File: src/rtl/uc_pkg.sv
// Shared decode constants, jump sub-codes, FSM state type and control bundle
// for the uc microcontroller control unit.
package uc_pkg;

  localparam logic [3:0] CLS_LI  = 4'b0000;
  localparam logic [3:0] CLS_JMP = 4'b0001;
  localparam int         ALU_BIT = 3;

  typedef enum logic [1:0] {
    JMP_J    = 2'b00,
    JMP_JZ   = 2'b01,
    JMP_JNZ  = 2'b10,
    JMP_HALT = 2'b11
  } jmp_e;

  typedef enum logic {
    ST_RUN    = 1'b0,
    ST_HALTED = 1'b1
  } state_e;

  typedef struct packed {
    logic       s_inc;
    logic       s_inm;
    logic       we3;
    logic [2:0] op;
  } ctrl_t;

  // Reset keeps the PC incrementing but blocks register writes.
  localparam ctrl_t CTRL_RESET  = '{s_inc: 1'b1, s_inm: 1'b0, we3: 1'b0, op: 3'b000};
  localparam ctrl_t CTRL_HALTED = '{s_inc: 1'b0, s_inm: 1'b0, we3: 1'b0, op: 3'b000};

endpackage

File: src/rtl/uc_decode.sv
// Combinational opcode decoder: raw datapath controls plus the event strobes
// the top-level FSM uses to update its flags.
module uc_decode
  import uc_pkg::*;
(
  input  logic [5:0] opcode_i,
  input  logic       zflag_i,
  output ctrl_t      ctrl_o,
  output logic       is_alu_o,
  output logic       is_halt_o,
  output logic       is_illegal_o
);

  always_comb begin
    ctrl_o       = '{s_inc: 1'b1, s_inm: 1'b0, we3: 1'b0, op: 3'b000};
    is_alu_o     = 1'b0;
    is_halt_o    = 1'b0;
    is_illegal_o = 1'b0;

    if (opcode_i[ALU_BIT]) begin
      ctrl_o.we3 = 1'b1;
      ctrl_o.op  = opcode_i[2:0];
      is_alu_o   = 1'b1;
    end else if (opcode_i[3:0] == CLS_LI) begin
      ctrl_o.we3   = 1'b1;
      ctrl_o.s_inm = 1'b1;
    end else if (opcode_i[3:0] == CLS_JMP) begin
      // Conditional jumps look only at the registered flag, never the live z.
      case (opcode_i[5:4])
        JMP_JZ:   ctrl_o.s_inc = ~zflag_i;
        JMP_JNZ:  ctrl_o.s_inc = zflag_i;
        JMP_HALT: begin
          ctrl_o.s_inc = 1'b0;
          is_halt_o    = 1'b1;
        end
        default:  ctrl_o.s_inc = 1'b0;
      endcase
    end else begin
      is_illegal_o = 1'b1;
    end
  end

endmodule

File: src/rtl/uc.sv
// uc control unit top: decode, RUN/HALTED FSM, zero flag, sticky illegal flag
// and retired-instruction counter.
//
// state     | meaning
// ----------|-------------------------------------------------------------
// ST_RUN    | executing; controls come from the decoder, counter advances
// ST_HALTED | HALT retired; controls forced idle, all flags frozen
module uc
  import uc_pkg::*;
#(
  parameter int CNT_W = 16
) (
  input  logic             clk,
  input  logic             reset,
  input  logic [5:0]       opcode,
  input  logic             z,
  output logic             s_inc,
  output logic             s_inm,
  output logic             we3,
  output logic [2:0]       op,
  output logic             zflag,
  output logic             halted,
  output logic             illegal,
  output logic [CNT_W-1:0] instret
);

  state_e           state_q, state_d;
  logic             zflag_q, zflag_d;
  logic             illegal_q, illegal_d;
  logic [CNT_W-1:0] instret_q, instret_d;

  ctrl_t dec_ctrl;
  ctrl_t ctrl;
  logic  is_alu, is_halt, is_illegal;

  uc_decode u_decode (
    .opcode_i     (opcode),
    .zflag_i      (zflag_q),
    .ctrl_o       (dec_ctrl),
    .is_alu_o     (is_alu),
    .is_halt_o    (is_halt),
    .is_illegal_o (is_illegal)
  );

  always_ff @(posedge clk or negedge reset) begin
    if (!reset) begin
      state_q   <= ST_RUN;
      zflag_q   <= 1'b0;
      illegal_q <= 1'b0;
      instret_q <= '0;
    end else begin
      state_q   <= state_d;
      zflag_q   <= zflag_d;
      illegal_q <= illegal_d;
      instret_q <= instret_d;
    end
  end

  always_comb begin
    state_d   = state_q;
    zflag_d   = zflag_q;
    illegal_d = illegal_q;
    instret_d = instret_q;
    ctrl      = dec_ctrl;

    if (state_q == ST_RUN) begin
      instret_d = instret_q + 1'b1;
      if (is_alu)     zflag_d   = z;
      if (is_illegal) illegal_d = 1'b1;
      if (is_halt)    state_d   = ST_HALTED;
    end else begin
      ctrl = CTRL_HALTED;
    end

    // Reset overrides combinationally so no write slips through before the clock.
    if (!reset) ctrl = CTRL_RESET;
  end

  assign s_inc   = ctrl.s_inc;
  assign s_inm   = ctrl.s_inm;
  assign we3     = ctrl.we3;
  assign op      = ctrl.op;
  assign zflag   = zflag_q;
  assign halted  = (state_q == ST_HALTED);
  assign illegal = illegal_q;
  assign instret = instret_q;

endmodule

File: config.mk
export PLATFORM = sky130hd
export DESIGN_NAME = uc
export DESIGN_NICKNAME = d
export VERILOG_FILES = /design/src/rtl/uc_pkg.sv /design/src/rtl/uc_decode.sv /design/src/rtl/uc.sv
export SDC_FILE = /design/constraint.sdc
export NUM_CORES = 1
export LEC_CHECK = 0
export CAP_MARGIN = 10
export CORE_MARGIN = 3
export CORE_UTILIZATION = 40
export DETAILED_ROUTE_END_ITERATION = 10
export GPL_TIMING_DRIVEN = 0
export PLACE_DENSITY = 0.8
export SLEW_MARGIN = 20
export SYNTH_ARGS = -nofsm -noshare
export SYNTH_HDL_FRONTEND = slang
export SYNTH_SLANG_ARGS = --single-unit
export TNS_END_PERCENT = 20
File: constraint.sdc
create_clock -name clk -period 3.7 [get_ports clk]
set_input_delay 0.74 -clock clk [delete_from_list [all_inputs] [get_ports clk]]
set_output_delay 0.74 -clock clk [all_outputs]
set_load 0.02 [all_outputs]
-- After elaboration in Yosys (flattened, before gate mapping)
Cells that the tools add are included.
- $add $sub $neg: 1
- reductions and logical operators: 3
- bitwise gates (word level): 2
- equal/unequal tests: 4
- mux-type cells: 19
- operators with widths (cell ; number):
    adder 16 x 1 -> 16 bit (second input constant) ; 1
    two-way mux 1 bit ; 13
    two-way mux 6 bit ; 2
    == test 2 bit (second input constant) ; 2
    == test 4 x 1 -> 1 bit (second input constant) ; 1
    zero test 4 bit ; 1
    two-way mux 2 bit ; 2
    AND reduction 2 bit ; 2
    two-way mux 3 bit ; 1
    == test 2 x 1 -> 1 bit (second input constant) ; 1
    inverter 1 bit ; 2
    one-hot mux 1 bit (2 select lines) ; 1
- logic and storage cells: 33
- input port bits: 9
- output and inout port bits: 25
- flip-flop bits (word level): 19

-- Longest topological paths before layout
Gate-level depths: netlist of run 1.
- depth in word-level cells: 7
- mapped depth: 5
- depth with buffers taken out: 5

-- Hierarchy
A second synthesis of run 1 with hierarchy kept.
- cells, all modules: 89
- area total of the unflattened synthesis: 985.9 um^2
- by module, submodules not included (module ; cells each ; times used ; area each (um^2) ; seq. area each (um^2)):
    uc ; 76 ; 1 ; 899.6 ; 475.5
    uc_decode ; 13 ; 1 ; 86.3 ; 0.0

-- Worst setup path before layout of run 1
Ideal clock, no wire load.
- kind: input-to-output
- start point: input port opcode[4]
- end point: output port s_inc
- arrival: 1.610 ns
- data required time: 2.960 ns
- stages on the path: 4
- path buffers: 0
- slack: 1.350 ns
- cell sequence: inv_1 o311ai_0 a31oi_1 o21ai_0
- longest elaborated chain between the ends: 7
- elaborated cells between the ends (all ways): 8
- those cells by class: 2 x eq/ne; 6 x mux
- RTL lines (element ; RTL line ; RTL):
    from (decl) ; uc.sv:15 ; input logic [5:0] opcode,
    == test 2 bit or == test 2 x 1 -> 1 bit (tied branches) ; uc_decode.sv:29 ; case (opcode_i[5:4])
    one-hot mux 1 bit (2 select lines) (*) ; uc_decode.sv:29 ;
    two-way mux 1 bit (*) ; uc_decode.sv:27 ; end else if (opcode_i[3:0] == CLS_JMP) begin
    two-way mux 1 bit (*) ; uc_decode.sv:24 ; end else if (opcode_i[3:0] == CLS_LI) begin
    two-way mux 2 bit (*) ; uc_decode.sv:20 ; if (opcode_i[ALU_BIT]) begin
    two-way mux 6 bit (*) ; uc.sv:66 ; if (state_q == ST_RUN) begin
    two-way mux 6 bit (*) ; uc.sv:76 ; if (!reset) ctrl = CTRL_RESET;
    to (decl) ; uc.sv:17 ; output logic s_inc,
Mark *: on every way between the ends. The rest lies on a longest branch, timed or not.

-- Worst setup path in the final report of run 1
- start point: input port reset
- end point: output port op[0]
- longest elaborated chain between the ends: 1
- RTL lines (element ; RTL line ; RTL):
    from (decl) ; uc.sv:14 ; input logic reset,
    two-way mux 6 bit ; uc.sv:76 ;
    to (decl) ; uc.sv:20 ; output logic [2:0] op,
No other way between the ends.

==> metrics.md, run 1 <==
| Metric | Value |
|---|---|
| Final Wtd Congestion | 0.7015 |
| Boundary pin count | 34 |
| CTS tree | built |
| Fmax | 295.6 MHz |
| Via/cell ratio | 4.950 |
| Yosys reg bits | 19 |
| Sequential share of power | 0.454 |
| Clock power share | 0.143 |
| Detailed placement HPWL | 1302 µm |
| Tot GR Track Use | 0.1343 |
| Core area | 0.002082 mm² |
| Vias in the first global route | 694 |
| Post-Syn Nets | 86 |
| Post-route ant nets | 0 |
| Via count | 693 |
| Number of H-tree levels | 1 |
| Cts hold-fix bufs | 0 |
| PwrDens | 536.1 mW/mm² |
| Final Cell Area | 0.001321 mm² |
| RSZ-0062 raised after global routing | false |
| Final setup viols | 0 |
| Sw Pwr | 0.2613 mW |
| Max-slew violation count | 0 |
| Final Util | 0.6346 |
| Worst setup margin | 0.3169 ns |
| Die width | 54.28 µm |
| Slew of the pin with the lowest slew margin | 0.8633 ns |
| Global route overflow | 0 |
| Worst path required time | 2.96 ns |
| PnR Total Power | 0.7084 mW |
| Synth Area in Simple Gates | 0.2430 |
| Residual DRC | 0 |
| Global-route wire length before repair | 2829 µm |
| Largest family of logic cells by synthesized area | simple AND/OR/NAND/NOR gates |
| Max-Cap Viols | 0 |
| Area delta synth->final | 41.75% |
| Maximum vdd drop | 363.8 µV |
| Synth Instances | 76 |
| DR iter-0 viols | 4 |
| Dpl cells | 136 |
| Synth Area in Compound Gates | 0.04832 |
| Max FO, Critical Path | 21 |
| Synth warn | 0 |
| DIE HEIGHT | 54.28 µm |
| Int Pwr | 0.4471 mW |
| Total Routed Length | 1692 µm |
| Cell variety after synth | 29 |
| Xor and xnor area share after synthesis | 0.1409 |
| Initial antenna violation count | 0 |
| Post-synthesis mux area share | 0.02416 |
| Setup TNS | 0 ns |
| Worst Skew | 0.005809 ns |
| Worst EP arrival | 2.64 ns |
| Wire per inst | 12.09 µm |
| Diode count | 0 |
| Tcrit/Tclk final | 0.9144 |
| CTS Buffer Depth | 2 |
| Tmin final | 3.383 ns |
| Fraction of layout cells with a size suffix above 1 | 0.1062 |
| Clock-pin slew on the worst setup and hold paths | 0.10 ns |
| Worst Hold Class | register to register |
| Placement Setup Slack | -0.04423 ns |
| Sinks on Clock Net | 19 |
| Synth Cell Area | 932.1 µm² |
| PortBufs | 33 |
| DIE AREA | 0.002946 mm² |
| Critical path class | primary input to output port |
| First-pass detailed-route iteration total | 2 |
| Largest net degree at the start of global routing | 22 |
| Kind of start point of the critical path | primary input |
| Post-Synth Adder-Cell Area | 0.01342 |
| Outcome | finished clean |
| Postcts setup bufs | 0 |
| Pleak | 0.6128 nW |
| Total CTS buffers | 3 |
| WHS | 0.4832 ns |
| Initial Utilization | 0.4477 |
| Cell Rows | 16 |
| Placement Cell Area | 0.001296 mm² |
| Clk_lat worst skew | 0.29 ns |
| Post-CTS Resized | 1 |
| Headroom to the max-slew limit | 0.4245 |
| Combinational Power Share | 0.403 |
| Root buf cell | clkbuf_4 |
| Mean Syn Cell Area | 12.27 µm² |
| Final non-filler cell total | 140 |
| Sw Share | 0.3688 |
| Final nets | 124 |
| Final Hold Viols | 0 |
| Sequential element share of the synthesized area | 0.5101 |
| Crit end category | output port |
## synth_stat cells, drive strengths merged
library cell / count / area share
dfrtp: 19 / 0.51
xnor2: 11 / 0.10
and3: 5 / 0.034
nand2: 5 / 0.020
nand3: 4 / 0.027
nor3: 4 / 0.046
xor2: 4 / 0.038
nor2: 3 / 0.015
inv: 2 / 0.0081
mux2: 2 / 0.024
nand4b: 2 / 0.035
nor2b: 2 / 0.013
a31oi: 1 / 0.0067
a41o: 1 / 0.011
and3b: 1 / 0.0094
and4: 1 / 0.0094
buf: 1 / 0.012
ha: 1 / 0.013
nand2b: 1 / 0.0067
nand3b: 1 / 0.021
nand4: 1 / 0.0067
o21a: 1 / 0.0081
o21ai: 1 / 0.0054
o311ai: 1 / 0.0094
o31ai: 1 / 0.0081
## power by group through the flow
| stage | logic [mW] | registers [mW] | clock network [mW] |
|---|---|---|---|
| final | 0.286 | 0.322 | 0.101 |
| after floorplan | 0.109 | 0.373 | 0 |
| after CTS | 0.291 | 0.322 | 0.108 |
| after global placement | 0.285 | 0.324 | 0 |
| after detailed placement | 0.289 | 0.327 | 0 |
| after global routing | 0.310 | 0.330 | 0.117 |
## layout make-up
type / count / area, µm²
plain buffers: 1 / 11.26
well taps: 27 / 33.78
multi-input cells: 54 / 437.9
inverters: 2 / 7.507
repair buffers: 33 / 329.1
clock buffers: 4 / 26.28
flip-flops and latches: 19 / 475.5
fillers: 177 / 760.7
## cell families (layout without fill, tap and decap cells)
kind of cell | Yosys count | count (layout)
and+or+nand+nor | 30 | 30
DFF | 19 | 19
xor gates and xnor gates | 15 | 15
AOI/OAI and AO/OA | 6 | 6
buffers and inverters | 3 | 40
muxes | 2 | 2
adders and majority gates | 1 | 1
## critical path: stages
cell and delay [ns]:
dlygate4sd2_1 0.77, nor2b_1 0.33, and3_1 0.20, clkdlybuf4s50_1 0.60
## layout by cell type (no fill, tap or decap), types with 2 or more instances in the layout
cell and n:
and3_1 5, clkbuf_4 3, clkdlybuf4s50_1 32, dfrtp_1 19, inv_1 2, mux2_2 2
nand2_1 5, nand3_1 3, nor2_1 2, nor2b_1 2, nor3_1 2, nor3_4 2
xnor2_1 11, xor2_1 4
## flip-flops by register name, summed over array words and instances, names as in the netlist
register	count
zflag	1
halted	1
instret	16
illegal	1
## metal layers
layer	up-vias	part of all wire	GRT usage
met5	-	0	0
met4	0	0	0.07469
met3	0	0.089	0.03815
met2	23	0.49	0.2271
met1	332	0.42	0.1507
li1	338	-	-
## path summary, 6_finish.rpt
check / cells past startpoint / slack (ns) / endpoint / startpoint
max: 4 / 0.32 / op[0] / reset
min: 2 / 0.48 / illegal / illegal
max reg2reg: 5 / 2.22 / instret[10] / instret[0]
min reg2reg: 2 / 0.48 / illegal / illegal
max in group asynchronous: 1 / 2.50 / instret[0] / reset
min in group asynchronous: 1 / 0.67 / instret[7] / reset
Note: power is estimated with default switching activity, not from simulation.
==> inputs of run 2 (changes only) <==
- SLEW_MARGIN: 20 -> 0
==> results of run 2 <==
Final layout, timing and power as in run 1 (identical DEF).
